==> src/rtl/integrate_dump.sv <==
// integrate_dump: integrate-and-dump accumulator ahead of requantisation.
// Sums ACC_LEN valid samples into an N_BITS_OUT word (same binary point) and
// presents each dump with a one-cycle dout_valid strobe.
// Optional build macro INTEGRATE_DUMP_OVF_EN adds a per-frame sticky overflow
// flag on output port dout_ovf.
module integrate_dump #(
   parameter int N_BITS_IN  = 4,
   parameter int BIN_PT_IN  = 4,
   parameter int N_BITS_OUT = 6,
   parameter int ACC_LEN    = 4,
   parameter int SIGNED     = 0
) (
   input  logic                  clk,
   input  logic                  rst,
   input  logic                  sync,
   input  logic [N_BITS_IN-1:0]  din,
   input  logic                  din_valid,
   output logic [N_BITS_OUT-1:0] dout,
   output logic                  dout_valid
`ifdef INTEGRATE_DUMP_OVF_EN
   ,
   output logic                  dout_ovf
`endif
);

   localparam int unsigned CNT_W = (ACC_LEN > 1) ? $clog2(ACC_LEN) : 1;
   localparam logic [CNT_W-1:0] CNT_LAST = CNT_W'(ACC_LEN - 1);
   localparam int unsigned MSB = N_BITS_OUT - 1;

   // Elaboration-time parameter sanity checks
   if (N_BITS_OUT < N_BITS_IN) begin : g_bad_width
      $error("integrate_dump: N_BITS_OUT must be >= N_BITS_IN");
   end
   if (ACC_LEN < 1) begin : g_bad_len
      $error("integrate_dump: ACC_LEN must be >= 1");
   end
   if (BIN_PT_IN < 0) begin : g_bad_binpt
      $error("integrate_dump: BIN_PT_IN must be >= 0");
   end

   logic [N_BITS_OUT-1:0] acc;
   logic [N_BITS_OUT-1:0] acc_nxt;
   logic [CNT_W-1:0]      count;
   logic [CNT_W-1:0]      count_nxt;
   logic [N_BITS_OUT-1:0] ext;
   logic [N_BITS_OUT-1:0] base;
   logic [N_BITS_OUT-1:0] sum;
   logic                  first_c;
   logic                  last_c;

   // Widen the input sample to the accumulator width (binary point unchanged)
   if (SIGNED != 0) begin : g_sext
      assign ext = N_BITS_OUT'($signed(din));
   end else begin : g_zext
      assign ext = N_BITS_OUT'(din);
   end

`ifdef INTEGRATE_DUMP_OVF_EN
   logic ovf_flag;
   logic ovf_flag_nxt;
   logic carry;
   logic add_ovf;
`endif

   // Next-state: frame start restarts the sum from zero, last sample dumps
   always_comb begin
      first_c   = sync | (count == '0);
      base      = first_c ? '0 : acc;
`ifdef INTEGRATE_DUMP_OVF_EN
      {carry, sum} = {1'b0, base} + {1'b0, ext};
`else
      sum       = base + ext;
`endif
      last_c    = din_valid & ((ACC_LEN == 1) | (~sync & (count == CNT_LAST)));
      acc_nxt   = acc;
      count_nxt = count;
      if (din_valid) begin
         acc_nxt = sum;
         if (last_c) begin
            count_nxt = '0;
         end else if (first_c) begin
            count_nxt = CNT_W'(1);
         end else begin
            count_nxt = count + CNT_W'(1);
         end
      end else if (sync) begin
         count_nxt = '0;
      end
   end

`ifdef INTEGRATE_DUMP_OVF_EN
   // Sticky overflow of the current frame; any add out of the output range
   always_comb begin
      add_ovf = (SIGNED != 0) ? ((base[MSB] == ext[MSB]) && (sum[MSB] != base[MSB]))
                              : carry;
      ovf_flag_nxt = ovf_flag;
      if (din_valid) begin
         ovf_flag_nxt = (first_c ? 1'b0 : ovf_flag) | add_ovf;
      end else if (sync) begin
         ovf_flag_nxt = 1'b0;
      end
   end
`endif

   // State and output registers
   always_ff @(posedge clk or posedge rst) begin
      if (rst) begin
         acc        <= '0;
         count      <= '0;
         dout       <= '0;
         dout_valid <= 1'b0;
`ifdef INTEGRATE_DUMP_OVF_EN
         ovf_flag   <= 1'b0;
         dout_ovf   <= 1'b0;
`endif
      end else begin
         acc        <= acc_nxt;
         count      <= count_nxt;
         dout_valid <= last_c;
         if (last_c) begin
            dout <= sum;
         end
`ifdef INTEGRATE_DUMP_OVF_EN
         ovf_flag <= ovf_flag_nxt;
         if (last_c) begin
            dout_ovf <= ovf_flag_nxt;
         end
`endif
      end
   end

endmodule

==> config.mk <==
export PLATFORM = sky130hd
export DESIGN_NAME = integrate_dump
export DESIGN_NICKNAME = d
export VERILOG_FILES = /design/src/rtl/integrate_dump.sv
export SDC_FILE = /design/constraint.sdc
export NUM_CORES = 1
export LEC_CHECK = 0
export CAP_MARGIN = 10
export CELL_PAD_IN_SITES_DETAIL_PLACEMENT = 2
export CELL_PAD_IN_SITES_GLOBAL_PLACEMENT = 2
export CORE_ASPECT_RATIO = 1.5
export CORE_MARGIN = 2
export CORE_UTILIZATION = 28
export DETAILED_ROUTE_END_ITERATION = 16
export PLACE_DENSITY = 0.72
export SYNTH_ARGS = -nofsm -noshare
export SYNTH_HDL_FRONTEND = slang
export SYNTH_SLANG_ARGS = --single-unit
export TNS_END_PERCENT = 100
==> constraint.sdc <==
create_clock -name clk -period 2.1 [get_ports clk]
set_input_delay 0.21 -clock clk [delete_from_list [all_inputs] [get_ports clk]]
set_output_delay 0.21 -clock clk [all_outputs]
set_load 0.03 [all_outputs]
# Word-level counts from Yosys, hierarchy flattened
# Cells that the tools add are included.
# totals
out_inout_bits	7
word_cells	18
inputBits	8
regBits	15
# classes
bitwise	4
n_addsub	2
muxes	5
reduce_logical	2
n_eq_ne	1
# ops
operator	n
$mux W2	4
$add A6 B4 Y6	1
$mux W6	1
$add A2 B1 Y2 const B	1
$and A1 B1 Y1	2
$eq A2 B2 Y1 const B	1
$logic_not A2 Y1	1
$reduce_bool A2 Y1	1
$not A1 Y1	1
$or A1 B1 Y1	1

# Logic depth before layout (Yosys ltp)
# logic_depth
word_depth	5
depth_mapped	10
mapped_depth_nobuf	10

# Worst setup path before layout
# No wires, ideal clock.
# synth_path
path_kind	register -> register
startpoint	reg count[0]
endpoint	reg dout[4]
setup_ps	126
stages_incl_launch_ff	11
t_arrival_ps	2085
path_slack_ps	-111
n_path_buf	0
required_ps	1974
period_less_slack_ps	2211
cell_sequence	dfrtp_1 inv_1 ha_1 nor2_1 and2_1 ha_1 fa_1 a21o_1 a21oi_2 xnor2_1 o21ai_1
# synth_via
elab_chain_cells	4
word_cells_on_any_way	7
cone_classes	add/sub: 1; eq/ne: 1; mux: 1; bitwise: 3; reduce/logical: 1
# synth_rtl
item	line	rtl
start, declared	43	logic [CNT_W-1:0] count;
start signal, assigned	118	count <= count_nxt;
$logic_not A2 Y1	67	first_c = sync | (count == '0);
$or A1 B1 Y1	67	
$mux W6	68	base = first_c ? '0 : acc;
$add A6 B4 Y6	72	sum = base + ext;
end signal, assigned	121	dout <= sum;
end, declared	18	output logic [N_BITS_OUT-1:0] dout,
# Parallel ways exist; a longest one is shown, timed or not.
# A chain may end at the register's enable or synchronous reset.

# Final worst setup path
# Same ends and word-level chain as after synthesis.

==> key figures <==
Finish
  – N_diodes: 0
  – Fin area: 1260 sq um
  – Post-route core utilization: 44.1%
  – Area growth syn-to-layout: 51.8%
  – Fill count: 303
  – FF+latch area: 375 sq um
  – Fraction of layout cells with a size suffix above 1: 36.6%
  – Multi-input logic area: 497 sq um
  – Final non-filler cell total: 151
  – Nets: 128

Logic synthesis
  – Seq/Total Area, Yosys: 45.3%
  – Syn nets: 94
  – Synth Area per Inst: 10.5 sq um
  – Yosys reg bits: 15
  – Post-Syn Instances: 79
  – Mapped cell area: 828 sq um
  – Synthesis Warnings: 0
  – Synth cell types: 28

Power and ir drop
  – VDD IR max: 0.466 mV
  – Final Power: 1.04 mW
  – Switching Fraction: 33.9%
  – Sequential power share: 37.3%
  – Power Density: 827 nW/um^2
  – Power share of the clock group: 22.6%
  – Int Pwr: 0.687 mW
  – Leak pwr: 0.573 nW
  – Comb power frac: 40.1%
  – NetSw: 0.353 mW

Detailed routing
  – Wire length per cell: 16.0 um
  – Antenna viol nets, final: 0
  – DRT Pass-1 Iters: 2
  – DRC viols: 0
  – Post-Route WL: 2.42 mm
  – Vias per cell: 4.63
  – Initial DRC Count: 5
  – DR vias: 699

Clock tree
  – CTS Buffer Depth: 2
  – CTS root buf: clkbuf_8
  – Clk slew on worst S/H paths: 0.06 ns
  – TritonCTS clock tree: built
  – CTS Sinks: 15
  – Hold Buf Count CTS: 0
  – H-tree levels: 1
  – Clk Latency, worst-skew pair: 0.25 ns
  – CTS buffer count: 3

Flow run
  – # Max-Cap Violations: 0

Placement
  – HPWL after detailed placement: 1.76 mm
  – GPL Wtd Cong: 0.765
  – Placement Cell Area: 1120 sq um
  – Dpl cells: 143
  – Port bufs: 14

STA
  – Minimum clock period: 2.04 ns
  – Setup_tns: 0 ns
  – Hold violation count in the final report: 0
  – Final setup viols: 0
  – Unrepaired setup endpoints after global routing: yes
  – Worst clock skew: 0.00404 ns
  – Worst-margin pin slew: 0.630 ns
  – Final period util: 97.1%
  – Final Max Slew Viols: 0
  – Max Fclk: 491 MHz
  – Slew HR: 58.0%

GRT
  – Largest net degree at the start of global routing: 16
  – Initial antenna violation count: 0
  – Number of global-route vias before repair: 816
  – First-pass GRT wire length: 3.97 mm
  – Total GRT Usage: 15.6%
  – GRT overflow: 0

Worst setup path
  – Critical path endpoint category: flip-flop
  – CP required: 2.23 ns
  – CP Launch Type: flip-flop
  – CP Class: flip-flop to flip-flop
  – WP data arrival: 2.17 ns
  – Largest fanout on the critical path: 4

Floorplan
  – Die width: 48.4 um
  – Core Region: 2850 sq um
  – Starting density of the core: 29.0%
  – Die ar.: 3420 sq um
  – Die Span Y: 70.6 um
  – I/O pin cnt: 15
  – Placement Rows: 24

Worst hold path
  – HP Class: primary input to asynchronous set/reset pin

Outcome
  – Status: finished, final reports clean
==> per-layer routing <==
layer  part of all wire, %  global-route usage [%]  vias to the layer above
met3                   1.3                    1.90                        2
met5                     0                       0                        -
met1                    36                    15.4                      355
li1                      -                       -                      336
met4                  0.87                    5.71                        0
met2                    62                    32.3                        6
==> area by class of cell <==
type,count,area share [%]
timing repair buffer,30,20.7
inverter,8,2.39
clock inverter,1,0.398
sequential,15,29.9
clock buffer,3,3.28
tap,39,3.88
multi-input combinational,55,39.5
==> flip-flops by register name, summed over array words and instances (netlist names) <==
register	count
dout	6
acc	6
dout_valid	1
count	2
==> cells in the final DEF (no fill, tap or decap), types with 2 or more instances in the layout <==
cell type,count
a21oi_1,2
a21oi_2,3
and2_1,3
buf_4,16
clkbuf_8,3
clkdlybuf4s50_1,14
dfrtp_1,15
ha_1,2
ha_4,4
inv_1,5
inv_2,3
mux2_2,3
nand2_1,12
nor2_1,2
o21ai_0,2
o221ai_1,2
xnor2_1,2
==> kinds of logic (layout without fill, tap and decap cells) <==
group / Yosys count / in the layout / share of synthesized area [%]
xor+xnor: 4 / 4 / 4.23
fa+ha+maj: 7 / 7 / 11.5
buf+inv: 9 / 42 / 4.23
flops: 15 / 15 / 45.3
compound gates: 15 / 15 / 14.0
mux: 5 / 5 / 6.65
simple gates: 24 / 24 / 14.0
==> stage by stage <==
| step | worst slack [ns] | hold slack (ns) |
|---|---|---|
| after global routing | -0.0718 | 0.399 |
| after floorplan | 0.0151 | 0.111 |
| after global placement | -0.0882 | 0.464 |
| after detailed placement | -0.166 | 0.479 |
| after CTS | 0.00670 | 0.366 |
| final | 0.0616 | 0.356 |
==> Yosys cell counts (all sizes together) <==
| cell type | instances | area [sq um] |
|---|---|---|
| fa | 1 | 20.0 |
| dfrtp | 15 | 375 |
| o41ai | 1 | 16.3 |
| o31ai | 1 | 7.51 |
| nand3b | 1 | 11.3 |
| o22ai | 1 | 12.5 |
| nor3b | 1 | 7.51 |
| nor2 | 3 | 11.3 |
| mux2i | 1 | 10.0 |
| nand4 | 1 | 6.26 |
| nand2 | 12 | 45.0 |
| mux2 | 4 | 45.0 |
| xnor2 | 3 | 26.3 |
| nand3 | 2 | 10.0 |
| o21bai | 1 | 7.51 |
| a21oi | 5 | 32.5 |
| xor2 | 1 | 8.76 |
| a21o | 1 | 7.51 |
| o21ai | 3 | 15.0 |
| and2 | 4 | 25.0 |
| o221ai | 2 | 17.5 |
| ha | 6 | 75.1 |
| buf | 1 | 5.00 |
| inv | 8 | 30.0 |
==> worst max-delay path: stages (launching register included) <==
cell,delay (ns)
dfrtp_1,0.38
inv_2,0.09
ha_4,0.15
nor2_4,0.04
and2_4,0.14
ha_4,0.16
fa_2,0.36
a21o_1,0.20
a21oi_2,0.18
xnor2_1,0.14
o21ai_1,0.08
==> repair_timing <==
action | in CTS | in global routing
pin swaps | 3 | 9
setup endpoints to repair | 7 | 6
gates resized for setup | 6 | 6
buffers inserted | 0 | 4
==> power by group through the flow <==
stage | logic, mW | clock network (mW) | registers, mW
detailed placement | 0.372 | 0 | 0.391
global placement | 0.356 | 0 | 0.386
CTS | 0.390 | 0.244 | 0.387
global route | 0.455 | 0.264 | 0.397
floorplan | 0.151 | 0 | 0.447
finish | 0.417 | 0.235 | 0.388
==> final timing paths <==
| kind | from | endpoint | slack [ns] | cells past startpoint |
|---|---|---|---|---|
| setup / recovery | count[0]$_DFFE_PP0P_ | dout[4]$_DFFE_PP0P_ | 0.06 | 10 |
| hold / removal | rst | dout[2]$_DFFE_PP0P_ | 0.36 | 2 |
| setup reg to reg | count[0]$_DFFE_PP0P_ | dout[4]$_DFFE_PP0P_ | 0.06 | 10 |
| hold reg to reg | dout[3]$_DFFE_PP0P_ | dout[3]$_DFFE_PP0P_ | 0.49 | 1 |
| max in group asynchronous | rst | acc[3]$_DFFE_PP0P_ | 1.34 | 2 |
| min in group clk | dout[3]$_DFFE_PP0P_ | dout[3]$_DFFE_PP0P_ | 0.49 | 1 |
Power figures use the tool's default switching activity.
